`config.mk`:
```
export PLATFORM = sky130hd
export DESIGN_NAME = fp_cvt_widen_pipe
export DESIGN_NICKNAME = d
export VERILOG_FILES = /design/src/rtl/fp_cvt_widen_pipe_pkg.sv /design/src/rtl/fp_cvt_widen_pipe_lzc.sv /design/src/rtl/fp_cvt_widen_pipe.sv
export SDC_FILE = /design/constraint.sdc
export NUM_CORES = 1
export LEC_CHECK = 0
export ABC_AREA = 1
export CORE_UTILIZATION = 45
export DETAILED_ROUTE_END_ITERATION = 8
export GPL_TIMING_DRIVEN = 0
export MAX_ROUTING_LAYER = met4
export PLACE_DENSITY = 0.81
export SYNTH_ARGS = -nofsm -noshare
export SYNTH_HDL_FRONTEND = slang
export SYNTH_HIERARCHICAL = 1
export SYNTH_SLANG_ARGS = --single-unit
```
`constraint.sdc`:
```
create_clock -name clk -period 2 [get_ports clk]
set_input_delay 0.4 -clock clk [delete_from_list [all_inputs] [get_ports clk]]
set_output_delay 0.4 -clock clk [all_outputs]
set_load 0.02 [all_outputs]
```
`src/rtl/fp_cvt_widen_pipe_pkg.sv`:
```
// ---------------------------------------------------------------------------
// fpCvtPkg
//   Shared definitions for the IEEE-754 widening converter:
//   - fp_class_e : operand classification carried from S1 to S2
//   - fp_half_t / fp_quad_t : {sign,exp,sig} layouts for the default formats
//     (modules build the same layout locally from their own parameters)
//   - bias()     : exponent bias of a format with the given exponent width
// ---------------------------------------------------------------------------
package fpCvtPkg;

    typedef enum logic [2:0] {
        ZERO = 3'd0,
        SUB  = 3'd1,
        NORM = 3'd2,
        INF  = 3'd3,
        QNAN = 3'd4,
        SNAN = 3'd5
    } fp_class_e;

    localparam int HALF_EXP = 5;
    localparam int HALF_SIG = 10;
    localparam int QUAD_EXP = 15;
    localparam int QUAD_SIG = 112;

    typedef struct packed {
        logic                sign;
        logic [HALF_EXP-1:0] exp;
        logic [HALF_SIG-1:0] sig;
    } fp_half_t;

    typedef struct packed {
        logic                sign;
        logic [QUAD_EXP-1:0] exp;
        logic [QUAD_SIG-1:0] sig;
    } fp_quad_t;

    // Bias of a binary format: 2^(exp_w-1) - 1.
    function automatic int bias(input int exp_w);
        return (1 << (exp_w - 1)) - 1;
    endfunction

endpackage

```
`src/rtl/fp_cvt_widen_pipe_lzc.sv`:
```
// ---------------------------------------------------------------------------
// fp_cvt_lzc
//   Combinational leading-zero counter over a W-bit vector.
//   Ports:
//     i_vec  in   W               vector to scan (MSB = bit W-1)
//     o_cnt  out  $clog2(W+1)     number of zeros above the highest set bit;
//                                 W when the vector is all zero
// ---------------------------------------------------------------------------
module fp_cvt_lzc #(
    parameter  int W  = 10,
    localparam int CW = $clog2(W + 1)
) (
    input  logic [W-1:0]  i_vec,
    output logic [CW-1:0] o_cnt
);

    // Ascending scan: the highest set bit is the last one to write o_cnt.
    always_comb begin
        o_cnt = CW'(W);
        for (int i = 0; i < W; i++) begin
            if (i_vec[i]) begin
                o_cnt = CW'(W - 1 - i);
            end
        end
    end

endmodule

```
`src/rtl/fp_cvt_widen_pipe.sv`:
```
// ---------------------------------------------------------------------------
// fp_cvt_widen_pipe
//   Three-stage pipelined IEEE-754 widening converter (default half -> quad).
//   The conversion is exact. Subnormals are normalised (or flushed to signed
//   zero when daz=1), sNaNs are quietened and flagged via out_inv.
//   Ports:
//     clk, rst_n          clock (rising edge), async active-low reset
//     in_valid/in_ready   operand handshake; in_data={sign,exp,frac}
//     in_tag              opaque tag, returned with the result
//     daz                 1 = subnormal input becomes signed zero
//     out_valid/out_ready result handshake
//     out_data            {sign,exp,frac} in the wide format
//     out_tag, out_inv    tag of out_data; 1 when the input was an sNaN
//
//   Handshake: a transfer happens on a rising edge where valid & ready are
//   both 1. valid never depends on ready; ready may depend on valid
//   (combinational ready chain from out_ready back to in_ready). A stage
//   loads when it is empty or its content leaves in the same cycle;
//   otherwise it holds its data.
//
//   Stages: S1 classify + LZC, S2 shift fraction / compute exponent,
//   S3 output register.
// ---------------------------------------------------------------------------
module fp_cvt_widen_pipe
    import fpCvtPkg::*;
#(
    parameter int IN_EXP  = 5,
    parameter int IN_SIG  = 10,
    parameter int OUT_EXP = 15,
    parameter int OUT_SIG = 112,
    parameter int TAGW    = 4
) (
    input  logic                       clk,
    input  logic                       rst_n,
    input  logic                       in_valid,
    output logic                       in_ready,
    input  logic [IN_EXP+IN_SIG:0]     in_data,
    input  logic [TAGW-1:0]            in_tag,
    input  logic                       daz,
    output logic                       out_valid,
    input  logic                       out_ready,
    output logic [OUT_EXP+OUT_SIG:0]   out_data,
    output logic [TAGW-1:0]            out_tag,
    output logic                       out_inv
);

    localparam int LZW  = $clog2(IN_SIG + 1);
    localparam int PADW = OUT_SIG - IN_SIG;
    // Rebias constant BO - BI, at output exponent width.
    localparam logic [OUT_EXP-1:0] BDIFF = OUT_EXP'(bias(OUT_EXP) - bias(IN_EXP));

    typedef struct packed {
        logic              sign;
        logic [IN_EXP-1:0] exp;
        logic [IN_SIG-1:0] sig;
    } in_fp_t;

    typedef struct packed {
        logic               sign;
        logic [OUT_EXP-1:0] exp;
        logic [OUT_SIG-1:0] sig;
    } out_fp_t;

    // ---------------- handshake chain ----------------
    logic r1_valid, r2_valid, r3_valid;
    logic w_s1_go, w_s2_go, w_s3_go;

    assign w_s3_go  = ~r3_valid | out_ready;
    assign w_s2_go  = ~r2_valid | w_s3_go;
    assign w_s1_go  = ~r1_valid | w_s2_go;
    assign in_ready = w_s1_go;

    // ---------------- S1: classify + LZC ----------------
    in_fp_t          w_in;
    fp_class_e       w_cls;
    logic [LZW-1:0]  w_lz;

    assign w_in = in_data;

    always_comb begin
        if (&w_in.exp) begin
            if (w_in.sig == '0)            w_cls = INF;
            else if (w_in.sig[IN_SIG-1])   w_cls = QNAN;
            else                           w_cls = SNAN;
        end else if (w_in.exp == '0) begin
            // daz is taken together with the operand, so it is folded in here.
            if (w_in.sig == '0 || daz)     w_cls = ZERO;
            else                           w_cls = SUB;
        end else begin
            w_cls = NORM;
        end
    end

    fp_cvt_lzc #(.W(IN_SIG)) u_lzc (
        .i_vec (w_in.sig),
        .o_cnt (w_lz)
    );

    fp_class_e         r1_cls;
    logic              r1_sign;
    logic [IN_EXP-1:0] r1_exp;
    logic [IN_SIG-1:0] r1_sig;
    logic [LZW-1:0]    r1_lz;
    logic [TAGW-1:0]   r1_tag;

    always_ff @(posedge clk or negedge rst_n) begin
        if (!rst_n) begin
            r1_valid <= 1'b0;
            r1_cls   <= ZERO;
            r1_sign  <= 1'b0;
            r1_exp   <= '0;
            r1_sig   <= '0;
            r1_lz    <= '0;
            r1_tag   <= '0;
        end else if (w_s1_go) begin
            r1_valid <= in_valid;
            if (in_valid) begin
                r1_cls  <= w_cls;
                r1_sign <= w_in.sign;
                r1_exp  <= w_in.exp;
                r1_sig  <= w_in.sig;
                r1_lz   <= w_lz;
                r1_tag  <= in_tag;
            end
        end
    end

    // ---------------- S2: fraction shift + exponent ----------------
    logic [OUT_EXP-1:0] w_exp2;
    logic [IN_SIG-1:0]  w_sig2;
    logic [IN_SIG-1:0]  w_sub_sig;
    logic               w_inv2;
    out_fp_t            w_res2;

    // Shift the leading one out: it becomes the implicit bit.
    assign w_sub_sig = (r1_sig << r1_lz) << 1;

    always_comb begin
        w_exp2 = '0;
        w_sig2 = '0;
        w_inv2 = 1'b0;
        case (r1_cls)
            NORM: begin
                w_exp2 = OUT_EXP'(r1_exp) + BDIFF;
                w_sig2 = r1_sig;
            end
            SUB: begin
                w_exp2 = BDIFF - OUT_EXP'(r1_lz);
                w_sig2 = w_sub_sig;
            end
            INF: begin
                w_exp2 = '1;
            end
            QNAN, SNAN: begin
                w_exp2 = '1;
                w_sig2 = {1'b1, r1_sig[IN_SIG-2:0]};
                w_inv2 = (r1_cls == SNAN);
            end
            default: begin
                // ZERO (including daz-flushed subnormals): all-zero magnitude.
            end
        endcase
    end

    assign w_res2.sign = r1_sign;
    assign w_res2.exp  = w_exp2;
    assign w_res2.sig  = OUT_SIG'(w_sig2) << PADW;

    out_fp_t         r2_data;
    logic            r2_inv;
    logic [TAGW-1:0] r2_tag;

    always_ff @(posedge clk or negedge rst_n) begin
        if (!rst_n) begin
            r2_valid <= 1'b0;
            r2_data  <= '0;
            r2_inv   <= 1'b0;
            r2_tag   <= '0;
        end else if (w_s2_go) begin
            r2_valid <= r1_valid;
            if (r1_valid) begin
                r2_data <= w_res2;
                r2_inv  <= w_inv2;
                r2_tag  <= r1_tag;
            end
        end
    end

    // ---------------- S3: output register ----------------
    out_fp_t         r3_data;
    logic            r3_inv;
    logic [TAGW-1:0] r3_tag;

    always_ff @(posedge clk or negedge rst_n) begin
        if (!rst_n) begin
            r3_valid <= 1'b0;
            r3_data  <= '0;
            r3_inv   <= 1'b0;
            r3_tag   <= '0;
        end else if (w_s3_go) begin
            r3_valid <= r2_valid;
            if (r2_valid) begin
                r3_data <= r2_data;
                r3_inv  <= r2_inv;
                r3_tag  <= r2_tag;
            end
        end
    end

    assign out_valid = r3_valid;
    assign out_data  = r3_data;
    assign out_tag   = r3_tag;
    assign out_inv   = r3_inv;

endmodule

```
* After elaboration in Yosys (flattened, before gate mapping)
Cells that the tools add are included.
Word-level totals: register bits 92, word-level logic and storage cells 60, bits of input ports 25
Operators by class: eq/ne operators 5, reductions and logical operators 9, mux-type cells 18, $add $sub $neg 2, shifts and indexed selects 1, bitwise gates (word level) 6
Operator list (count):
- one-hot mux 15 bit (3 select lines) | 1
- two-way mux 4 bit | 8
- one-hot mux 10 bit (3 select lines) | 1
- adder 5 x 14 -> 15 bit, second input constant | 1
- subtractor 14 x 4 -> 15 bit, first input constant | 1
- logical NOT 10 bit | 1
- left shift 10 x 4 -> 9 bit | 1
- two-way mux 3 bit | 3
- == test 3 x 2 -> 1 bit, second input constant | 2
- == test 3 bit, second input constant | 2
- AND reduction 2 bit | 3
- logical NOT 5 bit | 1
- AND reduction 5 bit | 1
- two-way mux 2 bit | 2
- == test 3 x 1 -> 1 bit, second input constant | 1
- two-way mux 1 bit | 3
- NOT 1 bit | 3
- bitwise OR 1 bit | 3
- OR reduction 3 bit | 1
- OR reduction 2 bit | 1
- logical OR 1 bit | 1

* Depth between registers and ports, before layout
word-level depth 10, gate-level depth with buffers 12, gate-level depth less buffers 11

* Hierarchy
The synthesis kept the hierarchy.
Modules (own cells, without submodules):
- fp_cvt_widen_pipe | seq. area each 1901.8 um2, area an instance 4319.1 um2, cells each 513, times used 1
- fp_cvt_lzc | seq. area each 0.0 um2, area an instance 112.6 um2, cells each 26, times used 1

* Worst setup path after synthesis
OpenSTA, ideal clock, no wires.
kind register -> register, from reg r3_valid, in the netlist out_valid, to reg r1_sig[9], arrival 1.348 ns, stages on the path, launching flop included 7, clock period less this slack 1.469 ns, setup time 0.120 ns, path slack 0.531 ns, path through dfrtp_1 > nand4_1 > nand2_2 > inv_2 > buf_2 > nor2_1 > nor2_1
Between the ends: cells in the longest elaborated chain, start to end 5
Ends and longest elaborated chain:
- start, declared | line fp_cvt_widen_pipe.sv:65 | logic r1_valid, r2_valid, r3_valid;
- start signal, assigned | line fp_cvt_widen_pipe.sv:201 | r3_valid <= r2_valid;
- NOT 1 bit | line fp_cvt_widen_pipe.sv:68 | assign w_s3_go = ~r3_valid | out_ready;
- bitwise OR 1 bit | line fp_cvt_widen_pipe.sv:68
- bitwise OR 1 bit | line fp_cvt_widen_pipe.sv:69 | assign w_s2_go = ~r2_valid | w_s3_go;
- bitwise OR 1 bit | line fp_cvt_widen_pipe.sv:70 | assign w_s1_go = ~r1_valid | w_s2_go;
- net in_ready | line fp_cvt_widen_pipe.sv:36 | output logic in_ready,
- AND reduction 2 bit (no line)
- end signal, assigned | line fp_cvt_widen_pipe.sv:121 | r1_sig <= w_in.sig;
- end, declared | line fp_cvt_widen_pipe.sv:102 | logic [IN_SIG-1:0] r1_sig;
The timed path passes the listed nets, and every way through them passes these cells. A chain may end at the register's enable or synchronous reset.

==> summary.md <==
| Metric | Value |
|---|---|
| Routed wirelength normalized by instance count | 10.8 um |
| Number of buffers added by the clock tree synthesis step | 9 |
| Total setup buffers inserted after CTS | 0 |
| Number of port buffers | 57 |
| Share of final-layout standard cells stronger than drive strength 1 | 25.7% |
| Overall track demand over capacity in global routing | 19.7% |
| Static leakage power | 3.09 nW |
| Detail Placement HPWL | a little over 7 mm |
| Worst EP required | 1600 ps |
| Netlist area before placement | 4430 um2 |
| DIE WIDTH | 101 um |
| Achievable clock frequency | 520 MHz |
| Worst setup EP type | output port |
| Final nets | 734 |
| Overall die area | ~10000 um2 |
| Sequential share of the synthesized area | a little over two fifths |
| Clock Path Buffers | 2 |
| Largest voltage drop on the vdd net | ~0.55 mV |
| # Max-Cap Violations | 0 |
| Post-synthesis async set-or-reset flop share | 100% |
| Syn. warnings | 6 |
| Slew Limit Fails | 0 |
| Worst hold margin | 170 ps |
| Unique masters post-synth | 36 |
| Worst Skew | 10.6 ps |
| Run status | complete, no violations |
| Area of the core | between 9000 and 10000 um2 |
| Overall via count from detail_route | 3566 |
| Clock share of power | between 10% and 20% |
| Routed Wire Length | 9.08 mm |
| Final weighted congestion of routability-driven global placement | 0.849 |
| Number of endpoints with negative hold slack in the final report | 0 |
| Master cell of the clock root buffer | sky130_fd_sc_hd__clkbuf_8 |
| Clock tree from TritonCTS | yes |
| Classification of the worst setup path | register to output port |
| Ratio of total power to cell area | 1020 nW/um2 |
| Post-detailed-route count of antenna-violating nets | 0 |
| Sequential power share | 38.8% |
| EDFF count, synth | 0 |
| Critical path data arrival time | between 1500 and 2000 ps |
| Util after Layout | 61.0% |
| Number of endpoints failing setup at the final stage | 0 |
| Detailed router's first-iteration violation count | 245 |
| Height of the chip | around 100 um |
| Clock latency reported for the late side of the worst-skew pair | roughly 360 ps |
| Largest driver fanout on the critical path | 10 |
| Count of state elements after synthesis | 76 |
| Share of total power consumed by net switching | 37.4% |
| Via count of the first global-routing pass | 3367 |
| Tcrit/Tclk final | 96.2% |
| Antenna violations before repair | 0 |
| Number of remaining DRC errors | 0 |
| Gate count after technology mapping | 539 |
| Clock-pin slew on the worst setup and hold paths | approximately 70 ps |
| First-pass iteration count of the detailed router | 5 |
| Starting utilization of the core area | 47.3% |
| Critical Path Start Type | register |
| Worst Tran Pin Value | between 800 and 900 ps |
| Path class of the lowest-slack min-delay path | input port to asynchronous set/reset pin |
| Area grow syn2layout | 29.0% |
| Clock period minus worst slack | 1920 ps |
| Post-detailed-route via-to-cell ratio | 4.24 |
| Reg-to-reg critical path startpoint | r1_lz[0] |
| Average cell area after synthesis | 8.22 um2 |
| Headroom to the max-slew limit | 40.2% |
| Max H-tree Level | 3 |
| Commonest non-fill, non-tap cells in the layout | sky130_fd_sc_hd__nand2_1, sky130_fd_sc_hd__buf_4, sky130_fd_sc_hd__conb_1, sky130_fd_sc_hd__dfrtp_1, sky130_fd_sc_hd__clkdlybuf4s50_1 |
| Filler cell count in the final layout | 832 |
| Worst R2R End | r2_data[114] |
| Most common cell after layout, fill and taps aside | sky130_fd_sc_hd__nand2_1 |
| Fraction of power consumed by combinational cells | a little over two fifths |
| Largest net degree at the start of global routing | 77 |
| Internal | 3.64 mW |
| Clock tree sinks | 76 |
| Switching power | 2.17 mW |
| Sum of overflow across all layers after global routing | 0 |
| Setup repair after global routing missed its margin | false |
| Register-to-Register Setup Slack | ~540 ps |
| Cell row count | 35 |
| Depth of the most critical reg-to-reg path | 8 |
| Count of antenna diodes in the layout | 0 |
| Leading register cell type out of synthesis | sky130_fd_sc_hd__dfrtp_1 |
| Number of ports placed on the die boundary | 160 |
| Global-route wire length before repair | 15.2 mm |
layout make-up:
| class | instances | area [um2] | area share, % |
|---|---|---|---|
| sequential | 76 | 1900 | 33.3 |
| multi-input combinational | 393 | 1830 | 31.9 |
| buffer | 125 | 906 | 15.8 |
| tap | 129 | 161 | 2.82 |
| clock inverter | 4 | 25.0 | 0.438 |
| inverter | 46 | 178 | 3.11 |
| clock buffer | 11 | 151 | 2.65 |
| timing repair buffer | 57 | 567 | 9.91 |
through the flow:
stage          TNS, ps  total power [mW]  setup WS (ps)  area [um2]  instances
2_1_floorplan        0              3.84            531        4810        640
3_3_place_gp   -137870              4.70          -1820        5540        826
3_5_place_dp      -122              4.80           -122        5540        826
4_1_cts              0              5.84           47.0        5720        841
5_1_grt              0              6.18           12.0        5720        841
6_report             0              5.81           76.8        5720        841
cells by family after synthesis:
family	synth area share (%)
fa+ha+maj	0.282
compound gates	8.78
buf+inv	24.4
xor+xnor	0.198
other cells	0.0846
mux	3.05
simple gates	20.2
flops	42.9
per-layer routing:
layer	global-route usage [%]	vias to the layer above	wire (um)
met5	-	-	0
met4	9.03	0	148
li1	-	1820	-
met2	31.4	139	4390
met3	3.11	13	585
met1	24.6	1594	3960
synthesized netlist by cell type, drive strengths merged (2+ instances only):
master / n / area, um2
a21oi: 7 / 38.8
buf: 122 / 895
clkbuf: 3 / 11.3
dfrtp: 76 / 1900
inv: 46 / 178
mux2: 12 / 135
nand2: 161 / 629
nand3: 26 / 135
nand4: 2 / 12.5
nor2: 13 / 61.3
nor3: 6 / 46.3
o211ai: 4 / 30.0
o21ai: 52 / 290
how the worst max path moves through the flow:
| stage | start | endpoint | slack [ps] | cells after the start |
|---|---|---|---|---|
| final | out_data[125] | out_data[119] | 80 | 2 |
| after global routing | out_data[125] | out_data[119] | 10 | 2 |
| after global placement | rst_n | out_data[105] | -1820 | 1 |
| after CTS | out_data[125] | out_data[119] | 50 | 2 |
| after detailed placement | out_ready | in_ready | -120 | 4 |
| after floorplan | out_valid | r1_sig[9] | 530 | 6 |
what timing repair did:
action / 4_1_cts / 5_1_grt
hold buffers: 0 / 0
setup endpoints to repair: 9 / 0
gates resized for setup: 2 / 0
power by group through the flow:
stage	Sequential (mW)	Combinational [mW]	Clock, mW
2_1_floorplan	2.47	1.37	0
3_3_place_gp	2.25	2.45	0
3_5_place_dp	2.28	2.52	0
4_1_cts	2.26	2.53	1.06
5_1_grt	2.30	2.76	1.12
6_report	2.25	2.52	1.04
worst max-delay path, cell delays in order, from the launching register on:
cell and delay, ps:
sky130_fd_sc_hd__dfrtp_2 450, sky130_fd_sc_hd__buf_4 130, sky130_fd_sc_hd__clkdlybuf4s50_1 590
flip-flops by register name, indices dropped and copies added (netlist names), 3 cells and up:
register and flops:
out_data 18, r2_data 18, r1_sig 10, r1_exp 5, out_tag 4, r1_lz 4, r1_tag 4, r2_tag 4
r1_cls 3
No activity file was read; power rests on OpenSTA's default activity.
